## src/rtl/dff_scan_sequencer_if.sv

```systemverilog
// dff_scan_sequencer_if
// Groups the RPi-side control, manual-override and PISO-side signals of the
// DFF-chain scan sequencer into one bundle.
// master : the controlling side (RPi / test environment).
// slave  : the sequencer itself.

interface dff_scan_sequencer_if #(
    parameter int CNT_W = 16
);
    // Control requests from the RPi side
    logic             start;
    logic             cont;
    logic             abort;
    logic             clear_cnt;

    // Manual override request and the RPi manual PISO controls
    logic             man_sel;
    logic             shift_clk_pi;
    logic             load_pi;
    logic             save_pi;

    // PISO-side outputs and status
    logic             shift_clk;
    logic             load;
    logic             save_data;
    logic             busy;
    logic             scan_done;
    logic [CNT_W-1:0] scan_count;

    modport master (
        output start, cont, abort, clear_cnt,
        output man_sel, shift_clk_pi, load_pi, save_pi,
        input  shift_clk, load, save_data, busy, scan_done, scan_count
    );

    modport slave (
        input  start, cont, abort, clear_cnt,
        input  man_sel, shift_clk_pi, load_pi, save_pi,
        output shift_clk, load, save_data, busy, scan_done, scan_count
    );
endinterface

```

## src/rtl/dff_scan_sequencer.sv

```systemverilog
// dff_scan_sequencer
// Autonomous load / shift_clk / save_data sequencer for the DFF-chain PISO
// readout. A scan is one load pulse, CHAIN_LEN shift_clk pulses, then a
// single-cycle save pulse. Continuous mode repeats scans with a GAP-cycle
// pause between them. All sequencer-generated controls come straight from
// flops so the PISO clock is glitch-free; only the manual-override path
// is combinational, because the RPi must drive the chains directly.

module dff_scan_sequencer #(
    parameter int CHAIN_LEN = 64,
    parameter int HALF_PER  = 4,
    parameter int GAP       = 1000,
    parameter int CNT_W     = 16
) (
    input  logic                  CLK,
    input  logic                  RST_B,
    dff_scan_sequencer_if.slave   bus
);

    // One timer serves both the half-period and the inter-scan gap.
    localparam int TMR_MAX = (HALF_PER > GAP) ? HALF_PER : GAP;
    localparam int TMR_W   = $clog2(TMR_MAX) + 1;
    localparam int PLS_W   = $clog2(CHAIN_LEN) + 1;

    localparam logic [TMR_W-1:0] HALF_LAST  = TMR_W'(HALF_PER - 1);
    localparam logic [TMR_W-1:0] GAP_LAST   = TMR_W'(GAP - 1);
    localparam logic [PLS_W-1:0] PULSE_LAST = PLS_W'(CHAIN_LEN - 1);

    typedef enum logic [2:0] {
        S_IDLE     = 3'd0,
        S_LOAD     = 3'd1,
        S_SHIFT_HI = 3'd2,
        S_SHIFT_LO = 3'd3,
        S_SAVE     = 3'd4,
        S_WAIT     = 3'd5
    } state_t;

    state_t           state_q;
    logic [TMR_W-1:0] tmr_q;
    logic [PLS_W-1:0] pulse_q;
    logic             load_q;
    logic             shift_q;
    logic             save_q;
    logic             busy_q;
    logic             done_q;
    logic [CNT_W-1:0] scan_count_q;
    logic [CNT_W-1:0] scan_count_d;
    logic             kill_s;

    // Manual takeover behaves exactly like an abort for the sequencer.
    assign kill_s = bus.abort | bus.man_sel;

    // Scan FSM: state, timers and the registered PISO controls.
    always_ff @(posedge CLK or negedge RST_B) begin
        if (!RST_B) begin
            state_q <= S_IDLE;
            tmr_q   <= {TMR_W{1'b0}};
            pulse_q <= {PLS_W{1'b0}};
            load_q  <= 1'b0;
            shift_q <= 1'b0;
            save_q  <= 1'b0;
            busy_q  <= 1'b0;
            done_q  <= 1'b0;
        end else if (kill_s) begin
            state_q <= S_IDLE;
            tmr_q   <= {TMR_W{1'b0}};
            pulse_q <= {PLS_W{1'b0}};
            load_q  <= 1'b0;
            shift_q <= 1'b0;
            save_q  <= 1'b0;
            busy_q  <= 1'b0;
            done_q  <= 1'b0;
        end else begin
            case (state_q)
                S_IDLE: begin
                    if (bus.start || bus.cont) begin
                        state_q <= S_LOAD;
                        load_q  <= 1'b1;
                        busy_q  <= 1'b1;
                    end else begin
                        state_q <= S_IDLE;
                        busy_q  <= 1'b0;
                    end
                    tmr_q   <= {TMR_W{1'b0}};
                    pulse_q <= {PLS_W{1'b0}};
                    shift_q <= 1'b0;
                    save_q  <= 1'b0;
                    done_q  <= 1'b0;
                end

                S_LOAD: begin
                    if (tmr_q == HALF_LAST) begin
                        state_q <= S_SHIFT_HI;
                        load_q  <= 1'b0;
                        shift_q <= 1'b1;
                        tmr_q   <= {TMR_W{1'b0}};
                    end else begin
                        tmr_q   <= tmr_q + TMR_W'(1);
                    end
                end

                S_SHIFT_HI: begin
                    if (tmr_q == HALF_LAST) begin
                        state_q <= S_SHIFT_LO;
                        shift_q <= 1'b0;
                        tmr_q   <= {TMR_W{1'b0}};
                    end else begin
                        tmr_q   <= tmr_q + TMR_W'(1);
                    end
                end

                S_SHIFT_LO: begin
                    if (tmr_q == HALF_LAST) begin
                        tmr_q <= {TMR_W{1'b0}};
                        // pulse_q still holds the index of the pulse just finished
                        if (pulse_q == PULSE_LAST) begin
                            state_q <= S_SAVE;
                            save_q  <= 1'b1;
                            done_q  <= 1'b1;
                        end else begin
                            state_q <= S_SHIFT_HI;
                            shift_q <= 1'b1;
                            pulse_q <= pulse_q + PLS_W'(1);
                        end
                    end else begin
                        tmr_q <= tmr_q + TMR_W'(1);
                    end
                end

                S_SAVE: begin
                    save_q  <= 1'b0;
                    done_q  <= 1'b0;
                    tmr_q   <= {TMR_W{1'b0}};
                    pulse_q <= {PLS_W{1'b0}};
                    if (bus.cont) begin
                        state_q <= S_WAIT;
                    end else begin
                        state_q <= S_IDLE;
                        busy_q  <= 1'b0;
                    end
                end

                S_WAIT: begin
                    if (!bus.cont) begin
                        state_q <= S_IDLE;
                        busy_q  <= 1'b0;
                        tmr_q   <= {TMR_W{1'b0}};
                    end else if (tmr_q == GAP_LAST) begin
                        state_q <= S_LOAD;
                        load_q  <= 1'b1;
                        tmr_q   <= {TMR_W{1'b0}};
                        pulse_q <= {PLS_W{1'b0}};
                    end else begin
                        tmr_q   <= tmr_q + TMR_W'(1);
                    end
                end

                default: begin
                    state_q <= S_IDLE;
                    tmr_q   <= {TMR_W{1'b0}};
                    pulse_q <= {PLS_W{1'b0}};
                    load_q  <= 1'b0;
                    shift_q <= 1'b0;
                    save_q  <= 1'b0;
                    busy_q  <= 1'b0;
                    done_q  <= 1'b0;
                end
            endcase
        end
    end

    // Next scan count: clear beats the SAVE-cycle increment; a manual
    // takeover during SAVE masks scan_done, so it also suppresses the count.
    always_comb begin
        scan_count_d = scan_count_q;
        if (bus.clear_cnt) begin
            scan_count_d = {CNT_W{1'b0}};
        end else if ((state_q == S_SAVE) && !bus.man_sel) begin
            scan_count_d = scan_count_q + CNT_W'(1);
        end else begin
            scan_count_d = scan_count_q;
        end
    end

    // Completed-scan counter, wraps naturally at 2^CNT_W.
    always_ff @(posedge CLK or negedge RST_B) begin
        if (!RST_B) begin
            scan_count_q <= {CNT_W{1'b0}};
        end else begin
            scan_count_q <= scan_count_d;
        end
    end

    // Output arbitration: RPi pins pass straight through in manual mode.
    always_comb begin
        bus.shift_clk  = 1'b0;
        bus.load       = 1'b0;
        bus.save_data  = 1'b0;
        bus.busy       = 1'b0;
        bus.scan_done  = 1'b0;
        bus.scan_count = scan_count_q;
        if (bus.man_sel) begin
            bus.shift_clk = bus.shift_clk_pi;
            bus.load      = bus.load_pi;
            bus.save_data = bus.save_pi;
            bus.busy      = 1'b0;
            bus.scan_done = 1'b0;
        end else begin
            bus.shift_clk = shift_q;
            bus.load      = load_q;
            bus.save_data = save_q;
            bus.busy      = busy_q;
            bus.scan_done = done_q;
        end
    end

endmodule

```

## src/flat_wrapper.sv

```systemverilog
// flat-port wrapper written by rule: the top's interface ports become plain ports
module dff_scan_sequencer_flat 
#(
    parameter int CHAIN_LEN = 64,
    parameter int HALF_PER  = 4,
    parameter int GAP       = 1000,
    parameter int CNT_W     = 16
)
  (CLK, RST_B, bus_start, bus_cont, bus_abort, bus_clear_cnt, bus_man_sel, bus_shift_clk_pi, bus_load_pi, bus_save_pi, bus_shift_clk, bus_load, bus_save_data, bus_busy, bus_scan_done, bus_scan_count);
  dff_scan_sequencer_if #(.CNT_W(CNT_W)) bus_i ();
  input  logic CLK;
  input  logic RST_B;
  input wire logic [$bits(bus_i.start)-1:0] bus_start;
  input wire logic [$bits(bus_i.cont)-1:0] bus_cont;
  input wire logic [$bits(bus_i.abort)-1:0] bus_abort;
  input wire logic [$bits(bus_i.clear_cnt)-1:0] bus_clear_cnt;
  input wire logic [$bits(bus_i.man_sel)-1:0] bus_man_sel;
  input wire logic [$bits(bus_i.shift_clk_pi)-1:0] bus_shift_clk_pi;
  input wire logic [$bits(bus_i.load_pi)-1:0] bus_load_pi;
  input wire logic [$bits(bus_i.save_pi)-1:0] bus_save_pi;
  output wire logic [$bits(bus_i.shift_clk)-1:0] bus_shift_clk;
  output wire logic [$bits(bus_i.load)-1:0] bus_load;
  output wire logic [$bits(bus_i.save_data)-1:0] bus_save_data;
  output wire logic [$bits(bus_i.busy)-1:0] bus_busy;
  output wire logic [$bits(bus_i.scan_done)-1:0] bus_scan_done;
  output wire logic [$bits(bus_i.scan_count)-1:0] bus_scan_count;
  assign bus_i.start = bus_start;
  assign bus_i.cont = bus_cont;
  assign bus_i.abort = bus_abort;
  assign bus_i.clear_cnt = bus_clear_cnt;
  assign bus_i.man_sel = bus_man_sel;
  assign bus_i.shift_clk_pi = bus_shift_clk_pi;
  assign bus_i.load_pi = bus_load_pi;
  assign bus_i.save_pi = bus_save_pi;
  assign bus_shift_clk = bus_i.shift_clk;
  assign bus_load = bus_i.load;
  assign bus_save_data = bus_i.save_data;
  assign bus_busy = bus_i.busy;
  assign bus_scan_done = bus_i.scan_done;
  assign bus_scan_count = bus_i.scan_count;
  dff_scan_sequencer #(.CHAIN_LEN(CHAIN_LEN), .HALF_PER(HALF_PER), .GAP(GAP), .CNT_W(CNT_W)) u_core (.CLK(CLK), .RST_B(RST_B), .bus(bus_i));
endmodule
```

## config.mk

```make
export PLATFORM = sky130hd
export DESIGN_NAME = dff_scan_sequencer_flat
export DESIGN_NICKNAME = d
export VERILOG_FILES = /design/src/rtl/dff_scan_sequencer_if.sv /design/src/rtl/dff_scan_sequencer.sv /design/src/flat_wrapper.sv
export SDC_FILE = /design/constraint.sdc
export NUM_CORES = 1
export LEC_CHECK = 0
export CAP_MARGIN = 40
export CORE_MARGIN = 1
export CORE_UTILIZATION = 49
export DETAILED_ROUTE_END_ITERATION = 7
export MAX_ROUTING_LAYER = met4
export PLACE_DENSITY_LB_ADDON = 0.15
export REMOVE_ABC_BUFFERS = 1
export SLEW_MARGIN = 20
export SYNTH_ARGS = -nofsm -noshare
export SYNTH_HDL_FRONTEND = slang
export SYNTH_SLANG_ARGS = --single-unit
export TNS_END_PERCENT = 20
```

## constraint.sdc

```tcl
create_clock -name CLK -period 2.2 [get_ports CLK]
set_clock_uncertainty 0.15 [all_clocks]
set_input_delay 0.44 -clock CLK [delete_from_list [all_inputs] [get_ports CLK]]
set_output_delay 0.44 -clock CLK [all_outputs]
set_load 0.02 [all_outputs]
```

# Yosys cells after proc, flatten, opt, wreduce, memory -nomap -nowiden
# Index checks and enable logic that the tools add are counted.
# op_classes
muxes	47
reduce_logical	16
eq_ne	23
bitwise_logic	1
add_sub_neg	3
# op_table
cell	count
two-way mux 11 bit	4
two-way mux 7 bit	5
two-way mux 16 bit	2
two-way mux 3 bit	8
one-hot mux 11 bit (2 select lines)	1
two-way mux 1 bit	21
one-hot mux 7 bit (3 select lines)	1
!= test 3 x 1 -> 1 bit (second input constant)	6
one-hot mux 3 bit (6 select lines)	1
adder 16 x 1 -> 16 bit (second input constant)	1
AND reduction 5 bit	3
adder 11 x 1 -> 11 bit (second input constant)	1
equality test 11 x 10 -> 1 bit (second input constant)	1
equality test 11 x 2 -> 1 bit (second input constant)	1
!= test 2 x 1 -> 1 bit (second input constant)	5
!= test 3 x 2 -> 1 bit (second input constant)	3
OR reduction 3 bit	3
one-hot mux 1 bit (4 select lines)	2
adder 7 x 1 -> 7 bit (second input constant)	1
equality test 7 x 6 -> 1 bit (second input constant)	1
equality test 3 x 2 -> 1 bit (second input constant)	2
equality test 3 bit (second input constant)	2
!= test 4 x 2 -> 1 bit (second input constant)	1
AND reduction 4 bit	1
12 further kinds	13
# totals
word_cells	98
input_bits	10
reg_bits	41
out_inout_bits	21

# Logic depth before layout (Yosys ltp)
# logic_depth
ltp_word	5
mapped_depth	7
mapped_depth_nobuf	6

# Worst setup path before layout
# Ideal clock, no wire load.
# synth_timing
kind	in2reg
startpoint	input port bus_man_sel
endpoint	register u_core.pulse_q[5]
setup_time_ns	0.066
cell_stages	7
slack_ns	-0.253
required_ns	1.984
arrival_time_ns	2.237
n_path_buf	2
path_cell_list	buf_6 or3_4 or2_1 buf_6 or4_4 or4_1 nand2_1
# synth_between
elab_chain_len	3
elab_cells_between_ends	8
cone_classes	eq/ne: 5; mux: 1; bitwise: 1; reduce/logical: 1
# synth_rtl
item	line_no	source
from (decl)	flat_wrapper.sv:17	input wire logic [$bits(bus_i.man_sel)-1:0] bus_man_sel;
bitwise OR 1 bit *	dff_scan_sequencer.sv:51	assign kill_s = bus.abort | bus.man_sel;
!= test 3 x 1 -> 1 bit (no line) (tied with other cells)	-	
AND reduction 5 bit (no line)	-	
to (signal assigned)	dff_scan_sequencer.sv:58	pulse_q <= {PLS_W{1'b0}};
to (signal assigned)	dff_scan_sequencer.sv:67	pulse_q <= {PLS_W{1'b0}};
to (signal assigned)	dff_scan_sequencer.sv:85	pulse_q <= {PLS_W{1'b0}};
to (decl)	dff_scan_sequencer.sv:40	logic [PLS_W-1:0] pulse_q;
# Every way passes the cells marked *; elsewhere a longest branch is shown, timed or not.
# A chain may end at the register's enable or synchronous reset.

# Worst setup path after layout
# layout_timing
startpoint	register u_core.state_q[2]
endpoint	register u_core.pulse_q[5]
# layout_between
elab_chain_len	4
elab_cells_between_ends	13
cone_classes	eq/ne: 9; mux: 2; reduce/logical: 2
# layout_rtl
item	line_no	source
from (decl)	dff_scan_sequencer.sv:38	state_t state_q;
from (signal assigned)	dff_scan_sequencer.sv:56	state_q <= S_IDLE;
from (signal assigned)	dff_scan_sequencer.sv:65	state_q <= S_IDLE;
from (signal assigned)	dff_scan_sequencer.sv:77	state_q <= S_LOAD;
equality test 3 x 1 -> 1 bit / equality test 3 x 2 -> 1 bit (equally long branches)	dff_scan_sequencer.sv:74	case (state_q)
OR reduction 2 bit (no line)	-	
!= test 2 x 1 -> 1 bit (no line) / one-hot mux 7 bit (3 select lines) (equally long branches)	-	
AND reduction 5 bit (no line) / two-way mux 7 bit (equally long branches)	-	
# Several ways; a longest one is shown, not always the timed one.

==> impl_metrics.ini <==
[run_status]
status = finished with violations
violations = setup timing

[detailed_routing]
vias = 1981
ant_nets = 0
routed_via_density = 5.49
detail_route.wl_per_cell_um = 13.4
drc = 0
wirelength_um = 4840
firstDrtPassIters = 4
drt_iter0_drc = 77

[place]
place_inst = 350
hpwl_um = 3520
place_congestion = 0.906
port_buffers = 30

[worst_hold_path]
hp-class = reg -> reg
hold_path_startpoint = u_core.save_q

[power_and_ir_drop]
seqPwrFrac_pct = 54.2
power_frac_clock_pct = 38.4
comb_power_share_pct = 7.4
p_sw_uw = 319
internal_power_uw = 1090
netSwitchingFraction_pct = 22.7
peakVddDrop_mv = 0.333
leakage_uw = 0.00131
finalPower_uw = 1410
power_density_nw_per_um2 = 470

[timing]
period_share_pct = 101
finalHoldViolCount = 0
postLayoutSetupSlackWorst_ns = -0.0317
tns_ns = -0.0730
relSlewSlack_pct = 70.4
slew_viol_final = 0
setup_viol = 4
rsz0062_at_grt = true
tightest_slew_ns = 0.445
period_minus_slack_ns = 2.23
fmax_mhz = 448

[setup_path]
worstSetupStartpointType = flop
path_max_fanout = 2
end_kind = flop
r2r-start = u_core.state_q[2]
arrival_ns = 2.32
cp-startpoint = u_core.state_q[2]
worstSetupPathType = reg -> reg
critPathRequiredTime_ns = 2.28

[clock_tree]
cts_tree = done
numCtsBuffers = 5
clk_latency_ns = 0.30
cts.sinks = 41
cts.reportedPaths.clkPinSlew_ns = 0.07
clock_path_buffers = 2
cts-root-buf = clkbuf_8
htreeDepth = 2

[logic_synthesis]
async_flop_share_pct = 100
synth_flop_cell = dfrtp_1
synthesis.area_sq_um = 2200
yosysWarnings = 0
synth_edf_count = 0
syn_inst = 239
avgSynthCellArea_sq_um = 9.22
synth-seq-area-share_pct = 46.5
ys_seq_elements = 41
ys_types = 50

[die]
placementRows = 24
num_io_pins = 31
core_area_sq_um = 4320
die-area_sq_um = 4770
die_h_um = 69.1
start_util_pct = 51.0
die_width_um = 69.1

[grt]
grt_use_met2_pct = 34.7
first_global_vias = 1887
grt-ovfl-total = 0
grt_max_degree = 21
use_met1_pct = 30.2
grt_pass1_wl_um = 8460
use_met3_pct = 4.24
antenna_found_initial = 0
track_usage_pct = 22.6
grt_busiest_layer = met2

[cells_and_area]
n_fill_cell = 363
final_cell_count_no_fill = 361
drive_gt1_share_pct = 20.7
num_antenna_cells = 0
finalNetCount = 321
area_growth_pct = 35.7

[run]
drv_cap = 0
[final cells by class]
| type | instances | area (sq um) | area share (%) |
|---|---|---|---|
| multi-input combinational | 182 | 1170 | 39.0 |
| sequential | 41 | 1030 | 34.3 |
| timing repair buffer | 71 | 606 | 20.2 |
| clock buffer | 7 | 96.3 | 3.22 |
| clock inverter | 1 | 5.00 | 0.167 |
| tap | 52 | 65.1 | 2.17 |
| inverter | 7 | 26.3 | 0.878 |
[metrics by stage]
step           instance area, sq um  hold WS [ns]  setup WS, ns  utilization [%]
2_1_floorplan                  2160      -0.00559        -0.176                -
3_3_place_gp                   2800         0.258        -0.437             64.8
3_5_place_dp                   2800         0.263        -0.451             64.8
4_1_cts                        2930         0.361        -0.107             67.7
5_1_grt                        2990         0.391       -0.0983             69.2
6_report                       2990         0.350       -0.0317             69.2
[registers in the layout, indices dropped and copies added (netlist names)]
signal	cells
u_core.bus.scan_count	16
u_core.busy_q	1
u_core.load_q	1
u_core.pulse_q	7
u_core.save_q	1
u_core.shift_q	1
u_core.state_q	3
u_core.tmr_q	11
[kinds of logic (layout without fill, tap and decap cells)]
logic type | count (synthesis) | in the layout | share of synthesized area [%]
and+or+nand+nor | 112 | 112 | 26.3
AOI/OAI and AO/OA | 45 | 45 | 13.2
DFF | 41 | 41 | 46.5
xor gates and xnor gates | 20 | 20 | 7.95
buffers and inverters | 16 | 86 | 3.41
adders and majority gates | 3 | 3 | 1.70
muxes | 2 | 2 | 0.965
[cell usage in the layout, fill, tap and decap left out, types with 3 or more instances in the layout]
| cell type | instances |
|---|---|
| nor2b_1 | 4 |
| clkbuf_8 | 7 |
| o21ai_0 | 7 |
| nand3_1 | 11 |
| dfrtp_1 | 41 |
| o21a_1 | 4 |
| nor2_1 | 36 |
| o31ai_1 | 3 |
| a21oi_1 | 9 |
| inv_1 | 5 |
| or3_1 | 4 |
| buf_4 | 39 |
| nor3_1 | 12 |
| and4_1 | 3 |
| dlygate4sd2_1 | 3 |
| xor2_1 | 11 |
| clkdlybuf4s50_1 | 22 |
| o21ai_1 | 5 |
| nand4_1 | 4 |
| and3_1 | 4 |
| or2_1 | 3 |
| nand2_1 | 17 |
| xnor2_1 | 9 |
[worst max-delay path, cell delays in order (launching register included)]
cell     delay [ns]
dfrtp_1        0.39
or3_4          0.37
or2_1          0.25
or4_4          0.53
or4_4          0.41
nand2_1        0.07
[layer usage]
metal  routed length (um)  vias to the layer above
li1                     -                      987
met1                 2340                      935
met2                 2220                       53
met3                  203                        6
met4                   68                        0
met5                    0                        -
[path summary, 6_finish.rpt]
path,endpoint,slack [ns],cells past startpoint
min in group asynchronous,u_core.bus.scan_count[9],0.46,2
max in group asynchronous,u_core.tmr_q[5],0.91,3
max reg2reg,u_core.pulse_q[5],-0.03,5
min reg2reg,u_core.save_q,0.35,1
min,u_core.save_q,0.35,1
max,u_core.pulse_q[5],-0.03,5
[synth_stat cells (3+ instances only)]
cell,count,area share [%]
nand2_1,17,2.9
xor2_1,11,4.4
a21oi_1,9,2.0
or2_1,3,0.85
nor3_1,12,2.7
dfrtp_1,41,47
inv_1,5,0.85
clkbuf_1,7,1.2
o31ai_1,5,1.7
o21ai_1,5,1.1
o21ai_0,7,1.6
nand3_1,12,2.7
nor2b_1,4,1.1
o21a_1,4,1.4
or3_1,4,1.1
and3_1,4,1.1
xnor2_1,9,3.6
ha_1,3,1.7
nand4_1,4,1.1
nor2_1,36,6.1
and4_1,3,1.2
[power groups by stage]
stage	logic (uW)	clock network (uW)	registers, uW
after CTS	105	564	762
after global routing	114	596	763
after detailed placement	105	0	777
final	104	540	762
after global placement	104	0	777
after floorplan	33.6	0	778
[timing repair]
item | in CTS | in global routing
setup buffers | 0 | 2
hold buffers | 1 | 0
hold endpoints to repair | 18 | 0
pin swaps | 3 | 8
gates cloned | 0 | 0
resized for setup | 12 | 11
setup endpoints to repair | 23 | 28
No activity file was read; power rests on OpenSTA's default activity.
